--- config.mk ---
export PLATFORM = sky130hd
export DESIGN_NAME = multicycle_ctrl_flat
export DESIGN_NICKNAME = d
export VERILOG_FILES = /design/src/rtl/multicycle_ctrl_if.sv /design/src/rtl/multicycle_ctrl.sv /design/src/flat_wrapper.sv
export SDC_FILE = /design/constraint.sdc
export NUM_CORES = 1
export LEC_CHECK = 0
export ABC_CLOCK_PERIOD_IN_PS = 3600
export CAP_MARGIN = 20
export CORE_MARGIN = 1
export CORE_UTILIZATION = 30
export CTS_BUF_LIST = sky130_fd_sc_hd__clkbuf_16
export DETAILED_ROUTE_END_ITERATION = 12
export PLACE_DENSITY = 0.73
export SLEW_MARGIN = 20
export SYNTH_ARGS = -nofsm -noshare
export SYNTH_HDL_FRONTEND = slang
export SYNTH_SLANG_ARGS = --single-unit
--- constraint.sdc ---
create_clock -name clk_i -period 3.6 [get_ports clk_i]
set_input_delay 0.36 -clock clk_i [delete_from_list [all_inputs] [get_ports clk_i]]
set_output_delay 0.36 -clock clk_i [all_outputs]
set_load 0.02 [all_outputs]
--- src/rtl/multicycle_ctrl_if.sv ---
// Memory request/acknowledge bundle for the shared instruction/data port.
// The controller is the master; the memory side is the slave.
interface multicycle_ctrl_if;
    logic mem_req_o;
    logic mem_we_o;
    logic iord_o;
    logic mem_ack_i;

    modport master (
        output mem_req_o,
        output mem_we_o,
        output iord_o,
        input  mem_ack_i
    );

    modport slave (
        input  mem_req_o,
        input  mem_we_o,
        input  iord_o,
        output mem_ack_i
    );
endinterface

--- src/rtl/multicycle_ctrl.sv ---
// Main control FSM for a multicycle RV32I-subset datapath on a shared memory port.
// Optional MCC_TRAP_EN: illegal encodings enter a sticky TRAP state instead of a NOP.
module multicycle_ctrl (
    input  logic                  clk_i,
    input  logic                  rst_i,
    input  logic [6:0]            opcode_i,
    input  logic [2:0]            funct3_i,
    input  logic                  zero_i,
    input  logic                  blt_i,
    input  logic                  bge_i,
    multicycle_ctrl_if.master     mem,
    output logic                  ir_we_o,
    output logic                  oldpc_we_o,
    output logic                  mdr_we_o,
    output logic                  pc_we_o,
    output logic                  reg_we_o,
    output logic                  pc_src_o,
    output logic [1:0]            alu_src_a_o,
    output logic [1:0]            alu_src_b_o,
    output logic [1:0]            alu_op_o,
    output logic [1:0]            wb_sel_o,
    output logic [3:0]            state_o,
    output logic                  trap_o
);

    localparam logic [3:0] S_FETCH  = 4'd0;
    localparam logic [3:0] S_DECODE = 4'd1;
    localparam logic [3:0] S_EXEC_R = 4'd2;
    localparam logic [3:0] S_EXEC_I = 4'd3;
    localparam logic [3:0] S_ADDR   = 4'd4;
    localparam logic [3:0] S_MEM_RD = 4'd5;
    localparam logic [3:0] S_MEM_WR = 4'd6;
    localparam logic [3:0] S_WB_ALU = 4'd7;
    localparam logic [3:0] S_WB_MEM = 4'd8;
    localparam logic [3:0] S_BRANCH = 4'd9;
    localparam logic [3:0] S_JAL    = 4'd10;
    localparam logic [3:0] S_JALR   = 4'd11;
    localparam logic [3:0] S_TRAP   = 4'd15;

    localparam logic [6:0] OP_R      = 7'b0110011;
    localparam logic [6:0] OP_I      = 7'b0010011;
    localparam logic [6:0] OP_LOAD   = 7'b0000011;
    localparam logic [6:0] OP_STORE  = 7'b0100011;
    localparam logic [6:0] OP_BRANCH = 7'b1100011;
    localparam logic [6:0] OP_JAL    = 7'b1101111;
    localparam logic [6:0] OP_JALR   = 7'b1100111;

`ifdef MCC_TRAP_EN
    localparam logic [3:0] S_ILLEGAL = S_TRAP;
`else
    localparam logic [3:0] S_ILLEGAL = S_FETCH;
`endif

    logic [3:0] state;
    logic [3:0] state_nx;

    logic       req;
    logic       we;
    logic       iord;
    logic       ir_we;
    logic       oldpc_we;
    logic       mdr_we;
    logic       pc_we;
    logic       reg_we;
    logic       pc_src;
    logic [1:0] src_a;
    logic [1:0] src_b;
    logic [1:0] aop;
    logic [1:0] wb;
    logic       trap;

    logic       is_r;
    logic       is_i;
    logic       is_ls;
    logic       is_br;
    logic       is_jal;
    logic       is_jalr;
    logic       br_legal;
    logic       br_cond;
    logic       ack;

    assign ack     = mem.mem_ack_i;
    assign is_r    = (opcode_i == OP_R);
    assign is_i    = (opcode_i == OP_I);
    assign is_ls   = (opcode_i == OP_LOAD) || (opcode_i == OP_STORE);
    assign is_br   = (opcode_i == OP_BRANCH);
    assign is_jal  = (opcode_i == OP_JAL);
    assign is_jalr = (opcode_i == OP_JALR);

    // Branch condition from funct3; unsupported funct3 values are illegal.
    always_comb begin
        br_legal = 1'b1;
        br_cond  = 1'b0;
        unique case (funct3_i)
            3'b000:  br_cond = zero_i;
            3'b001:  br_cond = !zero_i;
            3'b100:  br_cond = blt_i;
            3'b101:  br_cond = bge_i;
            default: br_legal = 1'b0;
        endcase
    end

    // Moore outputs per state, with ack/branch-condition gating on enables.
    always_comb begin
        state_nx = state;
        req      = 1'b0;
        we       = 1'b0;
        iord     = 1'b0;
        ir_we    = 1'b0;
        oldpc_we = 1'b0;
        mdr_we   = 1'b0;
        pc_we    = 1'b0;
        reg_we   = 1'b0;
        pc_src   = 1'b0;
        src_a    = 2'd0;
        src_b    = 2'd0;
        aop      = 2'b00;
        wb       = 2'd0;
        trap     = 1'b0;
        case (state)
            S_FETCH: begin
                req   = 1'b1;
                src_b = 2'd1;
                if (ack) begin
                    ir_we    = 1'b1;
                    oldpc_we = 1'b1;
                    pc_we    = 1'b1;
                    state_nx = S_DECODE;
                end
            end
            S_DECODE: begin
                src_a = 2'd1;
                src_b = 2'd2;
                unique case (1'b1)
                    is_r:    state_nx = S_EXEC_R;
                    is_i:    state_nx = S_EXEC_I;
                    is_ls:   state_nx = S_ADDR;
                    is_br:   state_nx = S_BRANCH;
                    is_jal:  state_nx = S_JAL;
                    is_jalr: state_nx = S_JALR;
                    default: state_nx = S_ILLEGAL;
                endcase
            end
            S_EXEC_R: begin
                src_a    = 2'd2;
                aop      = 2'b10;
                state_nx = S_WB_ALU;
            end
            S_EXEC_I: begin
                src_a    = 2'd2;
                src_b    = 2'd2;
                aop      = 2'b10;
                state_nx = S_WB_ALU;
            end
            S_ADDR: begin
                src_a    = 2'd2;
                src_b    = 2'd2;
                state_nx = (opcode_i == OP_LOAD) ? S_MEM_RD : S_MEM_WR;
            end
            S_MEM_RD: begin
                req  = 1'b1;
                iord = 1'b1;
                if (ack) begin
                    mdr_we   = 1'b1;
                    state_nx = S_WB_MEM;
                end
            end
            S_MEM_WR: begin
                req  = 1'b1;
                we   = 1'b1;
                iord = 1'b1;
                if (ack) begin
                    state_nx = S_FETCH;
                end
            end
            S_WB_ALU: begin
                reg_we   = 1'b1;
                state_nx = S_FETCH;
            end
            S_WB_MEM: begin
                reg_we   = 1'b1;
                wb       = 2'd1;
                state_nx = S_FETCH;
            end
            S_BRANCH: begin
                src_a    = 2'd2;
                aop      = 2'b01;
                pc_src   = 1'b1;
                pc_we    = br_legal && br_cond;
                state_nx = br_legal ? S_FETCH : S_ILLEGAL;
            end
            S_JAL: begin
                pc_we    = 1'b1;
                pc_src   = 1'b1;
                reg_we   = 1'b1;
                wb       = 2'd2;
                state_nx = S_FETCH;
            end
            S_JALR: begin
                src_a    = 2'd2;
                src_b    = 2'd2;
                pc_we    = 1'b1;
                reg_we   = 1'b1;
                wb       = 2'd2;
                state_nx = S_FETCH;
            end
`ifdef MCC_TRAP_EN
            S_TRAP: begin
                trap     = 1'b1;
                state_nx = S_TRAP;
            end
`endif
            default: state_nx = S_FETCH;
        endcase
    end

    // State register; reset wins over any pending transition.
    always_ff @(posedge clk_i) begin
        if (rst_i) begin
            state <= S_FETCH;
        end else begin
            state <= state_nx;
        end
    end

    assign state_o       = state;
    assign mem.mem_req_o = req      && !rst_i;
    assign mem.mem_we_o  = we       && !rst_i;
    assign mem.iord_o    = iord     && !rst_i;
    assign ir_we_o       = ir_we    && !rst_i;
    assign oldpc_we_o    = oldpc_we && !rst_i;
    assign mdr_we_o      = mdr_we   && !rst_i;
    assign pc_we_o       = pc_we    && !rst_i;
    assign reg_we_o      = reg_we   && !rst_i;
    assign pc_src_o      = pc_src   && !rst_i;
    assign alu_src_a_o   = rst_i ? 2'd0 : src_a;
    assign alu_src_b_o   = rst_i ? 2'd0 : src_b;
    assign alu_op_o      = rst_i ? 2'd0 : aop;
    assign wb_sel_o      = rst_i ? 2'd0 : wb;
`ifdef MCC_TRAP_EN
    assign trap_o        = trap && !rst_i;
`else
    assign trap_o        = 1'b0;
    logic unused_trap;
    assign unused_trap   = trap;
`endif

endmodule

--- src/flat_wrapper.sv ---
// flat-port wrapper written by rule: the top's interface ports become plain ports
module multicycle_ctrl_flat 
  (clk_i, rst_i, opcode_i, funct3_i, zero_i, blt_i, bge_i, ir_we_o, oldpc_we_o, mdr_we_o, pc_we_o, reg_we_o, pc_src_o, alu_src_a_o, alu_src_b_o, alu_op_o, wb_sel_o, state_o, trap_o, mem_mem_req_o, mem_mem_we_o, mem_iord_o, mem_mem_ack_i);
  multicycle_ctrl_if mem_i ();
  input  logic clk_i;
  input  logic rst_i;
  input  logic [6:0] opcode_i;
  input  logic [2:0] funct3_i;
  input  logic zero_i;
  input  logic blt_i;
  input  logic bge_i;
  output logic ir_we_o;
  output logic oldpc_we_o;
  output logic mdr_we_o;
  output logic pc_we_o;
  output logic reg_we_o;
  output logic pc_src_o;
  output logic [1:0] alu_src_a_o;
  output logic [1:0] alu_src_b_o;
  output logic [1:0] alu_op_o;
  output logic [1:0] wb_sel_o;
  output logic [3:0] state_o;
  output logic trap_o;
  output wire logic [$bits(mem_i.mem_req_o)-1:0] mem_mem_req_o;
  output wire logic [$bits(mem_i.mem_we_o)-1:0] mem_mem_we_o;
  output wire logic [$bits(mem_i.iord_o)-1:0] mem_iord_o;
  input wire logic [$bits(mem_i.mem_ack_i)-1:0] mem_mem_ack_i;
  assign mem_mem_req_o = mem_i.mem_req_o;
  assign mem_mem_we_o = mem_i.mem_we_o;
  assign mem_iord_o = mem_i.iord_o;
  assign mem_i.mem_ack_i = mem_mem_ack_i;
  multicycle_ctrl u_core (.clk_i(clk_i), .rst_i(rst_i), .opcode_i(opcode_i), .funct3_i(funct3_i), .zero_i(zero_i), .blt_i(blt_i), .bge_i(bge_i), .mem(mem_i), .ir_we_o(ir_we_o), .oldpc_we_o(oldpc_we_o), .mdr_we_o(mdr_we_o), .pc_we_o(pc_we_o), .reg_we_o(reg_we_o), .pc_src_o(pc_src_o), .alu_src_a_o(alu_src_a_o), .alu_src_b_o(alu_src_b_o), .alu_op_o(alu_op_o), .wb_sel_o(wb_sel_o), .state_o(state_o), .trap_o(trap_o));
endmodule
==> impl_metrics.py <==
metrics = {
    "detailed_routing": {
        "ant_nets": 0,
        "vias": 736,
        "drtPass1Iterations": 4,
        "wl_per_cell_um": 11.97,
        "drtIter0Drc": 13,
        "viasPerCell": 5.147,
        "remaining_drc_errors": 0,
        "drt_wl_total_um": 1712,
    },
    "timing": {
        "setup_viol": 0,
        "max_freq_ghz": 0.3789,
        "skew_ps": 0.5582,
        "rsz0062_at_grt": "false",
        "period_share_pct": 73.31,
        "tns_ps": 0,
        "slew_viol_final": 0,
        "hold_violations": 0,
        "max_slew_margin_pct": 53.20,
        "min_period_ps": 2639,
        "worst_slew_pin_slew_ps": 701.1,
        "fin_ws_ps": 960.9,
    },
    "setup_path": {
        "worstPathRequired_ps": 3240,
        "rr_worst_depth": 4,
        "cp_max_fo": 18,
        "worstPathArrival_ps": 2280,
        "startpoint": "u_core.state_o[2]$_SDFFE_PP0P_",
        "path_depth": 5,
        "crit_path_start_kind": "flop",
        "worstSetupEndpointType": "primary output",
        "r2r_end": "u_core.state_o[0]$_SDFFE_PP0P_",
        "path_class": "reg -> out",
        "path_cells": "nand2b_1 -> nand2_1 -> mux2_2 -> nor3_1 -> clkdlybuf4s50_1",
        "ff2ff_setup_slack_ps": 1870,
        "cpLargestDelayFamily": "flip-flops",
        "cp-endpoint": "mem_mem_req_o",
        "cpPeakStageDelay_ps": 690,
        "cp_slowest_cell": "dfxtp_1",
        "worstPathBufferInverterCount": 1,
        "r2r_start": "u_core.state_o[0]$_SDFFE_PP0P_",
    },
    "logic_synthesis": {
        "yosysUniqueCellTypes": 38,
        "yosysWarnings": 0,
        "synth_top_area_share_pct": 13.06,
        "syn_inst": 88,
        "syn_nets": 104,
        "postSynthAreaPerCell_um2": 6.967,
        "syn_area_um2": 613.1,
        "synth_top_cell_by_area": "dfxtp_1",
        "ys_ff_latch": 4,
        "synth_area_leaders": "dfxtp_1, nor3_2, nand2_1",
        "ys_seq_area_share_pct": 13.06,
    },
    "global_route": {
        "grt_pass1_vias": 619,
        "grt_max_degree": 21,
        "antenna_found_initial": 0,
        "grt_pass1_wl_um": 2725,
        "overflow": 0,
        "track_usage_pct": 17.97,
    },
    "power_and_ir_drop": {
        "peakVddDrop_uv": 423.2,
        "leakage_nw": 0.3482,
        "power_density_nw_per_um2": 587.1,
    },
    "cts": {
        "cts.clk_slew.worst_paths_ps": 30,
        "cts.repair.resized": 0,
        "insertion_delay_ps": 230,
        "clockRootBuffer": "clkbuf_16",
        "tritoncts": "built",
        "cts_max_level": 1,
        "numCtsBuffers": 3,
        "clockBufferDepth": 2,
        "cts_setup_buffers": 0,
        "clock_sinks": 4,
        "hold_buffers": 0,
    },
    "final_layout": {
        "drive_gt1_share_pct": 11.02,
        "fin_cells": 143,
        "nNetsFinal": 136,
        "diodes": 0,
        "largest_reg_flops": 4,
        "fillers": 196,
        "area_growth_pct": 67.76,
    },
    "placement": {
        "dp_slack_ps": 1032,
        "gp_congestion": 0.7219,
        "dp_cells": 140,
        "io_buffers": 36,
        "place_hpwl_um": 1282,
    },
    "floorplan": {
        "die-area_um2": 2228,
        "rows": 15,
        "ioPinCount": 38,
        "start_util_pct": 33.68,
        "die_h_um": 47.21,
        "core_region_area_um2": 1821,
        "die_w_um": 47.21,
    },
    "outcome": {
        "run_status": "completed",
    },
    "run": {
        "drv_cap": 0,
    },
    "worst_hold_path": {
        "hold_class": "reg -> reg",
    },
}
## where the power goes
part / switching [W] / internal [W] / total [W] / leakage [nW]
sequential: 0.0000442 / 0.0000564 / 0.000101 / 0.0327
clock: 0.0000377 / 0.000143 / 0.000180 / 0.0370
combinational: 0.000161 / 0.000162 / 0.000323 / 0.279
## synth_stat cells
library cell	number
a311oi_1	1
clkbuf_1	1
nand4b_1	1
mux2_2	1
or4_1	1
nor2b_2	1
o311ai_1	1
dfxtp_1	4
or2_4	1
a2bb2oi_1	1
nor4_1	1
inv_1	1
and2_1	1
inv_2	1
or4_4	1
nand3b_1	1
buf_4	3
nor2_1	7
nor4_2	1
nor3_1	6
nor3_2	4
mux2i_1	3
xnor2_1	1
nand3_1	1
a21oi_1	5
nor3b_1	3
conb_1	1
a211oi_1	3
nand2_1	9
and3_1	1
buf_2	5
o21ai_0	2
a31oi_1	3
nor2b_1	3
a22o_1	1
and3b_1	1
nand2b_1	5
or3b_1	1
## area by class of cell
class / instances / area, um^2 / share of cell area (%)
clock buffer: 3 / 75.07 / 7.299
inverter: 2 / 7.507 / 0.7299
multi-input combinational: 73 / 474.2 / 46.11
sequential: 4 / 80.08 / 7.786
tap: 25 / 31.28 / 3.041
timing repair buffer: 36 / 360.3 / 35.04
## stage by stage
step                instance area (um^2)  utilization [%]  power (W)  hold WS (ps)
floorplan                          613.1                -  0.0003106         438.0
global placement                   953.4            52.37  0.0004219         650.2
detailed placement                 953.4            52.37  0.0004271         647.8
CTS                                 1028            56.49  0.0006086         652.2
global route                        1028            56.49  0.0006444         711.2
finish                              1028            56.49  0.0006039         648.2
## cells by family after synthesis
kind of cell	synth area share, %
other	0.6117
AO/OA/AOI/OAI	18.16
flip-flops	13.06
XOR/XNOR	1.429
multiplexers	6.735
buffers and inverters	9.589
AND/OR/NAND/NOR	50.41
## how the worst min path moves through the flow
stage	from	end	slack, ps	depth (start not counted)
2_1_floorplan	rst_i	u_core.state_o[1]$_SDFFE_PP0P_	440	1
3_3_place_gp	u_core.state_o[1]$_SDFFE_PP0P_	u_core.state_o[1]$_SDFFE_PP0P_	650	2
3_5_place_dp	u_core.state_o[1]$_SDFFE_PP0P_	u_core.state_o[1]$_SDFFE_PP0P_	650	2
4_1_cts	u_core.state_o[1]$_SDFFE_PP0P_	u_core.state_o[1]$_SDFFE_PP0P_	650	2
5_1_grt	u_core.state_o[1]$_SDFFE_PP0P_	u_core.state_o[1]$_SDFFE_PP0P_	710	2
6_report	u_core.state_o[1]$_SDFFE_PP0P_	u_core.state_o[1]$_SDFFE_PP0P_	650	2
## tightest hold or removal path, delay by kind of cell (launching register included)
family	cells	cell delay, ps
flip-flops	1	410
AO/OA/AOI/OAI	1	70
AND/OR/NAND/NOR	1	100
## layer usage
| layer | wire (um) | track usage (%) |
|---|---|---|
| met3 | 108 | 3.846 |
| met4 | 37 | 10.29 |
| met1 | 747 | 20.27 |
| met5 | 0 | 0 |
| met2 | 818 | 31.11 |
## cell usage in the layout, fill, tap and decap left out, types with 2 or more instances in the layout
master,synthesis,routed
a211oi_1,3,3
a21oi_1,5,5
a31oi_1,3,3
clkbuf_16,0,3
clkdlybuf4s50_1,0,36
dfxtp_1,4,4
mux2i_1,3,3
nand2_1,9,9
nand2b_1,5,5
nor2_1,7,7
nor2b_1,3,3
nor3_1,6,6
nor3_2,4,4
nor3b_1,3,3
o21ai_0,2,2
(Power assumes the default switching activity.)
